## src/rtl/io_slot_scheduler.sv

```systemverilog
// io_slot_scheduler
//   Round-robin scheduler that hands a shared 8-bit output port to one of
//   NREQ requesters at a time. Each grant lasts HOLD_CYCLES cycles. A single
//   idle GAP cycle always follows a completed grant.
//
// Ports
//   clk       : single clock, rising-edge active
//   rst_n     : asynchronous, active-low reset
//   ena       : scheduler enable; low aborts a grant or holds the block idle
//   req       : level-sensitive request bits, one per requester
//   din       : requester data, requester i on bits [8i+7:8i]
//   grant     : registered one-hot grant
//   done      : registered one-hot pulse on the final cycle of a grant
//   uo_data   : registered shared output byte (0x00 when not granted)
//   uo_valid  : registered, high while uo_data carries granted data
module io_slot_scheduler #(
  parameter int HOLD_CYCLES = 4,
  parameter int NREQ        = 4
) (
  input  logic              clk,
  input  logic              rst_n,
  input  logic              ena,
  input  logic [NREQ-1:0]   req,
  input  logic [8*NREQ-1:0] din,
  output logic [NREQ-1:0]   grant,
  output logic [NREQ-1:0]   done,
  output logic [7:0]        uo_data,
  output logic              uo_valid
);

  localparam logic [1:0] ST_IDLE  = 2'd0;
  localparam logic [1:0] ST_GRANT = 2'd1;
  localparam logic [1:0] ST_GAP   = 2'd2;

  localparam logic [7:0] HOLD_LOAD = 8'(HOLD_CYCLES - 1);

  logic [1:0]      state_q, state_d;
  logic [7:0]      cnt_q, cnt_d;
  logic [1:0]      last_q, last_d;
  logic [NREQ-1:0] grant_q, grant_d;
  logic [NREQ-1:0] done_q, done_d;
  logic [7:0]      data_q, data_d;
  logic            valid_q, valid_d;

  logic            win_found;
  logic [1:0]      win_idx;
  logic [NREQ-1:0] win_onehot;
  logic [7:0]      win_byte;

  // Round-robin search: start one past the last winner and wrap, so the
  // last winner itself is considered only after every other requester.
  always_comb begin
    logic [1:0] cand;
    win_found = 1'b0;
    win_idx   = last_q;
    cand      = last_q;
    for (int k = 1; k <= NREQ; k++) begin
      cand = last_q + 2'(k);
      if (!win_found && req[cand]) begin
        win_found = 1'b1;
        win_idx   = cand;
      end
    end
  end

  assign win_onehot = NREQ'(1) << win_idx;
  assign win_byte   = din[{win_idx, 3'b000} +: 8];

  // Next-state logic. Outputs default to zero so that IDLE, GAP and an
  // aborted grant all present a quiet port.
  always_comb begin
    state_d = state_q;
    cnt_d   = cnt_q;
    last_d  = last_q;
    grant_d = '0;
    done_d  = '0;
    data_d  = 8'h00;
    valid_d = 1'b0;
    case (state_q)
      ST_GRANT: begin
        if (!ena) begin
          // Abort: no done pulse; last already points at this requester.
          state_d = ST_IDLE;
          cnt_d   = 8'd0;
        end else if (cnt_q == 8'd0) begin
          state_d = ST_GAP;
        end else begin
          // Requests are ignored here; the grant runs to completion.
          cnt_d   = cnt_q - 8'd1;
          grant_d = grant_q;
          data_d  = data_q;
          valid_d = 1'b1;
          done_d  = (cnt_q == 8'd1) ? grant_q : '0;
        end
      end
      default: begin
        if (ena && win_found) begin
          state_d = ST_GRANT;
          cnt_d   = HOLD_LOAD;
          last_d  = win_idx;
          grant_d = win_onehot;
          data_d  = win_byte;
          valid_d = 1'b1;
          // A one-cycle grant is its own final cycle.
          done_d  = (HOLD_LOAD == 8'd0) ? win_onehot : '0;
        end else begin
          state_d = ST_IDLE;
        end
      end
    endcase
  end

  // last resets to 3 so requester 0 is the first candidate after reset.
  always_ff @(posedge clk or negedge rst_n) begin
    if (!rst_n) begin
      state_q <= ST_IDLE;
      cnt_q   <= 8'd0;
      last_q  <= 2'd3;
      grant_q <= '0;
      done_q  <= '0;
      data_q  <= 8'h00;
      valid_q <= 1'b0;
    end else begin
      state_q <= state_d;
      cnt_q   <= cnt_d;
      last_q  <= last_d;
      grant_q <= grant_d;
      done_q  <= done_d;
      data_q  <= data_d;
      valid_q <= valid_d;
    end
  end

  assign grant    = grant_q;
  assign done     = done_q;
  assign uo_data  = data_q;
  assign uo_valid = valid_q;

endmodule

```

## config.mk

```make
export PLATFORM = sky130hd
export DESIGN_NAME = io_slot_scheduler
export DESIGN_NICKNAME = d
export VERILOG_FILES = /design/src/rtl/io_slot_scheduler.sv
export SDC_FILE = /design/constraint.sdc
export NUM_CORES = 1
export LEC_CHECK = 0
export ABC_AREA = 1
export CORE_MARGIN = 1
export CORE_UTILIZATION = 60
export CTS_CLUSTER_DIAMETER = 150
export DETAILED_ROUTE_END_ITERATION = 10
export DONT_BUFFER_PORTS = 1
export PLACE_DENSITY = 0.79
export SLEW_MARGIN = 10
export SYNTH_ARGS = -nofsm -noshare
export SYNTH_HDL_FRONTEND = slang
export SYNTH_SLANG_ARGS = --single-unit
```

## constraint.sdc

```tcl
create_clock -name clk -period 5.35 [get_ports clk]
set_input_delay 0.8025 -clock clk [delete_from_list [all_inputs] [get_ports clk]]
set_output_delay 0.8025 -clock clk [all_outputs]
set_load 0.03 [all_outputs]
```

# Yosys cells after proc, flatten, opt, wreduce, memory -nomap -nowiden

Index checks and enable logic that the tools add are counted.

Add/subtract/negate cells: 4
Reductions and logical operators: 11
Mux-type cells: 40
Bitwise gates (word level): 1
$lt $le $gt $ge: 4
Shifts and indexed selects: 2
Eq/ne operators: 4

Operators by type and width:

| cell                  | number |
|---|---|
| $mux W8               | 8 |
| $mux W4               | 8 |
| $shiftx A32 B6 Y8     | 1 |
| $mux W2               | 7 |
| $mux W1               | 13 |
| $lt A2 B3 Y1 const B  | 4 |
| $bmux W1 S2           | 4 |
| $eq A8 B1 Y1 const B  | 1 |
| $logic_not A8 Y1      | 1 |
| $sub A8 B1 Y8 const B | 1 |
| $ne A3 B3 Y1 const B  | 2 |
| $add A2 B2 Y2 const B | 2 |
| $logic_and A1 B1 Y1   | 4 |
| $reduce_and A2 Y1     | 2 |
| $shl A1 B2 Y4 const A | 1 |
| $logic_not A1 Y1      | 3 |
| $add A2 B1 Y2 const B | 1 |
| $eq A2 B1 Y1 const B  | 1 |
| $reduce_bool A2 Y1    | 1 |
| $not A1 Y1            | 1 |

Flip-flop bits (word level): 29
Word-level logic and storage cells: 73
Output and inout bits: 17

# Logic depth before layout (Yosys ltp)

Gate-level depths: netlist of run 1.

Word-level depth: 16
Mapped depth: 16
Mapped depth without buffers: 14

# Worst setup path after synthesis of run 1

OpenSTA, ideal clock, no wires.

Path type: input-to-reg
Start point: input req[0]
End point: register data_q[0] (netlist: uo_data[0])
Stages: 13
Path slack: 3505 ps
Path buffers: 1
Arrival time: 1728 ps
Path through: nand2_1 > nand2_1 > nand2_1 > nand2_2 > inv_4 > nand3_2 > buf_4 > nand3_1 > nand2_1 > nand2_1 > nand2_1 > nand2_1 > nand2_1

Cells in the longest elaborated chain, start to end: 15
Elaborated cells on any way between the ends: 26
Those cells by class: shift: 1; mux: 18; reduce/logical: 7

RTL lines:

| item                                                            | line   | source |
|---|---|---|
| start: declaration                                              | 23     | `input logic [NREQ-1:0] req,` |
| $bmux W1 S2                                                     | 59     | `if (!win_found && req[cand]) begin` |
| $mux W1 (implied by the code)                                   | 59     |  |
| $mux W1                                                         | 59     |  |
| $logic_not A1 Y1                                                | 59     |  |
| $logic_and A1 B1 Y1                                             | 59     |  |
| $mux W1                                                         | 59     |  |
| $logic_not A1 Y1                                                | 59     |  |
| $logic_and A1 B1 Y1                                             | 59     |  |
| $mux W1                                                         | 59     |  |
| $logic_not A1 Y1                                                | 59     |  |
| $logic_and A1 B1 Y1                                             | 59     |  |
| $mux W2 / $mux W1 (equally long branches)                       | 59     |  |
| $shiftx A32 B6 Y8 / $logic_and A1 B1 Y1 (equally long branches) | 67, 97 |  |
| $mux W8 (*)                                                     | 97     | `if (ena && win_found) begin` |
| $mux W8 (*)                                                     | 79     | `case (state_q)` |
| end signal: assignment                                          | 129    | `data_q <= data_d;` |
| end: declaration                                                | 42     | `logic [7:0] data_q, data_d;` |

Every way passes the cells marked *; elsewhere a longest branch is shown, timed or not. The select of a mux whose other input is x is not followed.
A chain may end at the register's enable or synchronous reset.

# Final worst setup path of run 1

Start point: register last_q[0]
End point: register grant_q[2] (netlist: grant[2])

Cells in the longest elaborated chain, start to end: 16
Elaborated cells on any way between the ends: 29
Those cells by class: add/sub: 3; shift: 1; mux: 18; reduce/logical: 7

RTL lines:

| item                                                        | line   | source |
|---|---|---|
| start: declaration                                          | 39     | `logic [1:0] last_q, last_d;` |
| start signal: assignment                                    | 126    | `last_q <= last_d;` |
| $add A2 B1 Y2                                               | 58     | `cand = last_q + 2'(k);` |
| $bmux W1 S2                                                 | 59     |  |
| $mux W1 (implied by the code)                               | 59     |  |
| $mux W1                                                     | 59     |  |
| $logic_not A1 Y1                                            | 59     |  |
| $logic_and A1 B1 Y1                                         | 59     |  |
| $mux W1                                                     | 59     |  |
| $logic_not A1 Y1                                            | 59     |  |
| $logic_and A1 B1 Y1                                         | 59     |  |
| $mux W1                                                     | 59     |  |
| $logic_not A1 Y1                                            | 59     |  |
| $logic_and A1 B1 Y1                                         | 59     |  |
| $mux W2 / $mux W1 (equally long branches)                   | 59     |  |
| $shl A1 B2 Y4 / $logic_and A1 B1 Y1 (equally long branches) | 66, 97 |  |
| $mux W4 (*)                                                 | 97     |  |
| $mux W4 (*)                                                 | 79     |  |
| end signal: assignment                                      | 127    | `grant_q <= grant_d;` |
| end: declaration                                            | 40     | `logic [NREQ-1:0] grant_q, grant_d;` |

Marked as above.

==> results of run 1 <==
[synthesized netlist by cell type, drive strengths merged]
cell / number / area (µm²)
a31oi: 1 / 6.26
clkbuf: 1 / 3.75
inv: 33 / 131
nor4: 2 / 12.5
nand4: 1 / 6.26
ha: 3 / 37.5
nor3: 9 / 45.0
buf: 9 / 83.8
dfrtp: 27 / 676
clkinv: 1 / 3.75
o22ai: 4 / 25.0
dfstp: 2 / 52.6
xor2: 4 / 35.0
o21ai: 16 / 114
a21oi: 4 / 23.8
nor2: 12 / 45.0
nand2: 111 / 439
nand3: 42 / 220
[per-stage QoR]
stage	area (µm²)	setup slack [ns]	util	power, mW
final	2010	3.09	0.654	1.48
after floorplan	1960	3.51	-	1.21
after global routing	2010	2.82	0.654	1.63
after detailed placement	1930	3.05	0.626	1.28
after global placement	1930	3.02	0.626	1.27
after CTS	2010	3.10	0.654	1.48
[worst max-delay path, stage by stage, from the launching register on]
cell     delay (ns)
dfstp_2        0.69
nand2_1        0.10
nand3_1        0.11
nand2_2        0.10
nand2_1        0.10
o21ai_2        0.09
nor2_1         0.59
nand2_1        0.17
o22ai_1        0.20
[where the power goes]
part	leakage, nW	total, mW	switching (mW)	internal, mW
clock	0.0455	0.187	0.0753	0.112
combinational	0.651	0.869	0.604	0.265
sequential	0.382	0.422	0.128	0.293
total	1.08	1.48	0.808	0.670
[how the worst min path moves through the flow]
stage	startpoint	end	slack (ns)	cells past startpoint
final	rst_n	state_q[0]	0.15	0
after floorplan	rst_n	cnt_q[0]	0.51	0
after global routing	rst_n	cnt_q[2]	0.13	0
after CTS	rst_n	grant[0]	0.15	0
after detailed placement	rst_n	state_q[0]	0.51	0
after global placement	rst_n	grant[2]	0.51	0
[logic make-up (layout without fill, tap and decap cells)]
logic type | count (synthesis) | count (layout) | synth area share
AND/OR/NAND/NOR | 177 | 177 | 0.392
buffers and inverters | 44 | 42 | 0.114
flip-flops | 29 | 29 | 0.371
AO/OA/AOI/OAI | 25 | 25 | 0.0862
XOR/XNOR | 4 | 4 | 0.0179
adder cells (fa/ha/maj) | 3 | 3 | 0.0191
[per-layer routing]
layer  part of all wire  routed length, µm
met2               0.46               1890
met5                  0                  0
met1               0.44               1780
met3              0.083                336
met4              0.015                 62
[cell type report]
type / count / area share
multi-input cells: 209 / 0.502
flip-flops and latches: 29 / 0.362
inverters: 34 / 0.0671
clock buffers: 7 / 0.0273
well taps: 44 / 0.0273
clock inverters: 1 / 0.0149
[registers in the layout (all words and copies together), names as in the netlist]
| register | flops |
|---|---|
| uo_data | 8 |
| cnt_q | 8 |
| state_q | 2 |
| last_q | 2 |
| done | 4 |
| grant | 4 |
| uo_valid | 1 |
==> flow_metrics.env, run 1 <==
export IMPL_clkSinkCount=29
export IMPL_dp_cells=316
export IMPL_drcViolationCount=0
export IMPL_hpwl_um=2910
export IMPL_crit_required_ns=5.59
export IMPL_met1_usage=0.351
export IMPL_drt_first_pass_iters=4
export IMPL_via_count=1786
export IMPL_layout_cells_non_filler=324
export IMPL_skew_ns=0.00602
export IMPL_tightest_slew_ns=0.861
export IMPL_synthCells=282
export IMPL_max_vdd_ir_drop_mv=0.345
export IMPL_ys_ff_latch=29
export IMPL_grt_pass1_wl_um=7030
export IMPL_crit_path_end="grant[2]"
export IMPL_setup_worst_path_class="reg -> reg"
export IMPL_clockBufferDepth=2
export IMPL_holdWs_ns=0.153
export IMPL_final_cell_mix="102 x nand2_1, 40 x nand3_1, 29 x inv_1"
export IMPL_seq_area_um2=728
export IMPL_drive_above_1_share=0.121
export IMPL_top_usage_layer="met2"
export IMPL_synthesis_area_um2=1960
export IMPL_power_per_cell_area_nw_per_um2=734
export IMPL_drt_iter0_drc=127
export IMPL_slew_headroom=0.426
export IMPL_post_cts_resized=0
export IMPL_status="finished clean"
export IMPL_synth_cell_types=28
export IMPL_fmax_ghz=0.443
export IMPL_fillers=297
export IMPL_regToRegStartpoint="last_q[0]"
export IMPL_cp_max_fo=13
export IMPL_grt_max_degree=30
export IMPL_reg2reg_depth=8
export IMPL_initial_core_util=0.637
export IMPL_clock_latency_ns=0.33
export IMPL_r2r_slack_ns=3.09
export IMPL_cp_arrival_ns=2.50
export IMPL_end_kind="flip-flop"
export IMPL_antenna_found_initial=0
export IMPL_gp_congestion=0.858
export IMPL_area_growth_pct=2.68
export IMPL_startpoint="last_q[0]"
export IMPL_die_height_um=59.2
export IMPL_grt_met2_usage=0.414
export IMPL_use_met3=0.0786
export IMPL_antenna_cells=0
export IMPL_cts_buffers=5
export IMPL_syn_avg_cell_area_um2=6.95
export IMPL_fp_dieW_um=59.2
export IMPL_top_level_ports=56
export IMPL_grt_overflow=0
export IMPL_worst_hold_path_type="in -> async"
export IMPL_finalSetupViolations=0
export IMPL_finalNetCount=321
export IMPL_via_per_inst=5.51
export IMPL_p_leak_nw=1.08
export IMPL_final_common_cell="nand2_1"
export IMPL_cts_tree="done"
export IMPL_grt_pass1_vias=1630
export IMPL_multiInputGateArea_um2=1010
export IMPL_die_area_um2=3500
export IMPL_start_kind="flip-flop"
export IMPL_ant_nets=0
export IMPL_rsz0062_at_grt="no"
export IMPL_period_share=0.422
export IMPL_grtUsageTotal=0.267
export IMPL_clockRootBuffer="clkbuf_4"
export IMPL_num_rows=20
export IMPL_path_clk_slew_ns=0.09
export IMPL_r2r_end="grant[2]"
export IMPL_cts_hold_buf=0
export IMPL_slew_viol_final=0
export IMPL_fin_tns_setup_ns=0
export IMPL_port_buffers=0
export IMPL_cap_violations=0
export IMPL_htreeDepth=2
export IMPL_yosysSeqAreaShare=0.371
export IMPL_wl_per_cell_um=12.6
export IMPL_wirelength_um=4070
export IMPL_finalHoldViolCount=0
export IMPL_core_area_um2=3080
export IMPL_ys_warn_count=0
export IMPL_post_cts_buffers=0
export IMPL_synth_nets=324
export IMPL_fin_crit_ns=2.26
Note: power is estimated with default switching activity, not from simulation.
==> run 2: changes to the inputs <==
==> constraint.sdc (replaced) <==
create_clock -name clk -period 2.2 [get_ports clk]
set_input_delay 0.33 -clock clk [delete_from_list [all_inputs] [get_ports clk]]
set_output_delay 0.33 -clock clk [all_outputs]
set_load 0.03 [all_outputs]
==> run 2 against run 1 <==
Effect of this change:
- global-route usage increased by 0.81 points
- maximum frequency increased by 14%
- final area increased by 4.0%
- first-iteration DRC count increased by 42%
- clock skew increased by 0.0034 ns
- sequential power increased by 140%
- count of clock-buffer cells in the layout unchanged
- flip-flop and latch count unchanged
- via count increased by 4.5%
- core utilization increased by 2.6 points
==> flow_metrics.env, run 2 (synthesis results as in run 1) <==
export IMPL_cap_violations=0
export IMPL_pwr_share_clk=0.101
export IMPL_slew_headroom=0.652
export IMPL_max_vdd_ir_drop_mv=0.871
export IMPL_grt_met2_usage=0.443
export IMPL_worst_hold_path_type="in -> reg"
export IMPL_power_frac_comb=0.622
export IMPL_path_clk_slew_ns=0.09
export IMPL_die_area_um2=3500
export IMPL_postLayoutCellArea_um2=2090
export IMPL_crit_required_ns=2.43
export IMPL_wirelength_um=4120
export IMPL_num_rows=20
export IMPL_fin_tns_setup_ns=0
export IMPL_finalHoldViolCount=0
export IMPL_final_common_cell="nand2_1"
export IMPL_seq_power_share=0.277
export IMPL_die_height_um=59.2
export IMPL_grt_max_degree=30
export IMPL_grt_pass1_wl_um=7310
export IMPL_crit_buf_inv=1
export IMPL_grtUsageTotal=0.275
export IMPL_met1_usage=0.361
export IMPL_via_per_inst=5.60
export IMPL_drt_first_pass_iters=4
export IMPL_top_usage_layer="met2"
export IMPL_core_area_um2=3080
export IMPL_fp_dieW_um=59.2
export IMPL_clkSinkCount=29
export IMPL_utilization=0.680
export IMPL_antenna_found_initial=0
export IMPL_cp_arrival_ns=2.21
export IMPL_cp_max_fo=14
export IMPL_crit_chain="buf_4, nand2_1, nand2_1, nand2_1, nand2_2, nand2_2, nand2_2, nand2_2, nand2_2, nand2_1, nand2_1, nand2_1, nand3_1, nand2_1"
export IMPL_placed_cell_area_um2=1970
export IMPL_drcViolationCount=0
export IMPL_wl_per_cell_um=12.4
export IMPL_fillers=295
export IMPL_clockRootBuffer="clkbuf_4"
export IMPL_cp_top_family="simple AND/OR/NAND/NOR gates"
export IMPL_grt_pass1_vias=1732
export IMPL_clockBufferDepth=2
export IMPL_hpwl_um=2980
export IMPL_rsz0062_at_grt="no"
export IMPL_drive_above_1_share=0.156
export IMPL_skew_ns=0.00944
export IMPL_ant_nets=0
export IMPL_use_met3=0.0873
export IMPL_cts_buffers=5
export IMPL_tightest_slew_ns=0.521
export IMPL_gp_congestion=0.914
export IMPL_timing_critical_path_mode_cell="nand2_1"
export IMPL_cpPeakStageDelay_ns=0.63
export IMPL_fin_crit_ns=1.97
export IMPL_power_mw=3.66
export IMPL_p_leak_nw=1.12
export IMPL_power_switching_mw=2.01
export IMPL_power_per_cell_area_nw_per_um2=1750
export IMPL_period_share=0.897
export IMPL_status="finished clean"
export IMPL_antenna_cells=0
export IMPL_grt_overflow=0
export IMPL_finalNetCount=330
export IMPL_clock_latency_ns=0.33
export IMPL_port_buffers=0
export IMPL_top_level_ports=56
export IMPL_fmax_ghz=0.507
export IMPL_final_cell_mix="100 x nand2_1, 40 x nand3_1, 29 x inv_1"
export IMPL_area_growth_pct=6.76
export IMPL_internal_power_mw=1.65
export IMPL_start_kind="flip-flop"
export IMPL_drt_iter0_drc=180
export IMPL_r2r_slack_ns=0.23
export IMPL_p_sw_frac=0.548
export IMPL_setup_worst_path_class="reg -> reg"
export IMPL_end_kind="flip-flop"
export IMPL_htreeDepth=2
export IMPL_finalSetupViolations=0
export IMPL_cts_tree="done"
export IMPL_slew_viol_final=0
export IMPL_via_count=1866
export IMPL_worst_path_max_delay_cell="dfstp_2"
export IMPL_initial_core_util=0.637
run 2: through the flow:
step	hold WS, ns	setup WS, ns	instances
after floorplan	0.0344	0.470	282
after global placement	0.0349	0.103	321
after detailed placement	0.0349	0.00116	321
after CTS	0.249	0.131	331
after global routing	0.248	0.0378	333
final	0.249	0.227	333
run 2: final cells by class:
type / instances / area [µm²] / area share
Multi-Input combinational cell: 209 / 1020 / 0.488
Sequential cell: 29 / 728 / 0.348
Inverter: 34 / 135 / 0.0646
Timing Repair Buffer: 9 / 82.6 / 0.0395
Clock buffer: 7 / 65.1 / 0.0311
Tap cell: 44 / 55.1 / 0.0263
Clock inverter: 1 / 5.00 / 0.00239
run 2: metal layers:
layer / wire, µm / up-vias
met1: 1840 / 875
met2: 1900 / 75
li1: - / 911
met5: 0 / -
met3: 330 / 5
met4: 40 / 0
run 2: power by group through the flow:
stage / clock network [mW] / registers, mW / logic (mW)
6_report: 0.369 / 1.01 / 2.27
3_5_place_dp: 0 / 1.03 / 2.19
5_1_grt: 0.407 / 1.04 / 2.63
3_3_place_gp: 0 / 1.03 / 2.15
2_1_floorplan: 0 / 0.973 / 1.98
4_1_cts: 0.375 / 1.02 / 2.22
run 2: worst register-to-register path, delay by kind of cell (launching register included):
kind	cells	cell delay [ns]
buffers and inverters	1	0.15
DFF	1	0.63
and+or+nand+nor	13	1.09
run 2: path summary, 6_finish.rpt:
| kind | from | to | cells after the start |
|---|---|---|---|
| worst max-delay path | last_q[0] | uo_data[5] | 14 |
| worst min-delay path | ena | state_q[0] | 2 |
| worst max register to register | last_q[0] | uo_data[5] | 14 |
| worst min register to register | cnt_q[7] | cnt_q[7] | 2 |
| max in group asynchronous | rst_n | last_q[1] | 2 |
| min in group asynchronous | rst_n | done[3] | 2 |
run 2: timing repair:
item / CTS / global route
buffers inserted: 0 / 2
setup endpoints to repair: 3 / 10
endpoints found under the hold margin: 29 / 0
hold buffers: 2 / 0
resized for setup: 1 / 2
==> run 3: changes to the inputs <==
--- a/config.mk
+++ b/config.mk
@@ -12,7 +12,7 @@
 export DETAILED_ROUTE_END_ITERATION = 10
 export DONT_BUFFER_PORTS = 1
 export PLACE_DENSITY = 0.79
-export SLEW_MARGIN = 10
+export SLEW_MARGIN = 30
 export SYNTH_ARGS = -nofsm -noshare
 export SYNTH_HDL_FRONTEND = slang
 export SYNTH_SLANG_ARGS = --single-unit
==> results of run 3 <==
The final DEF is identical to that of run 2; final timing and power are the same.
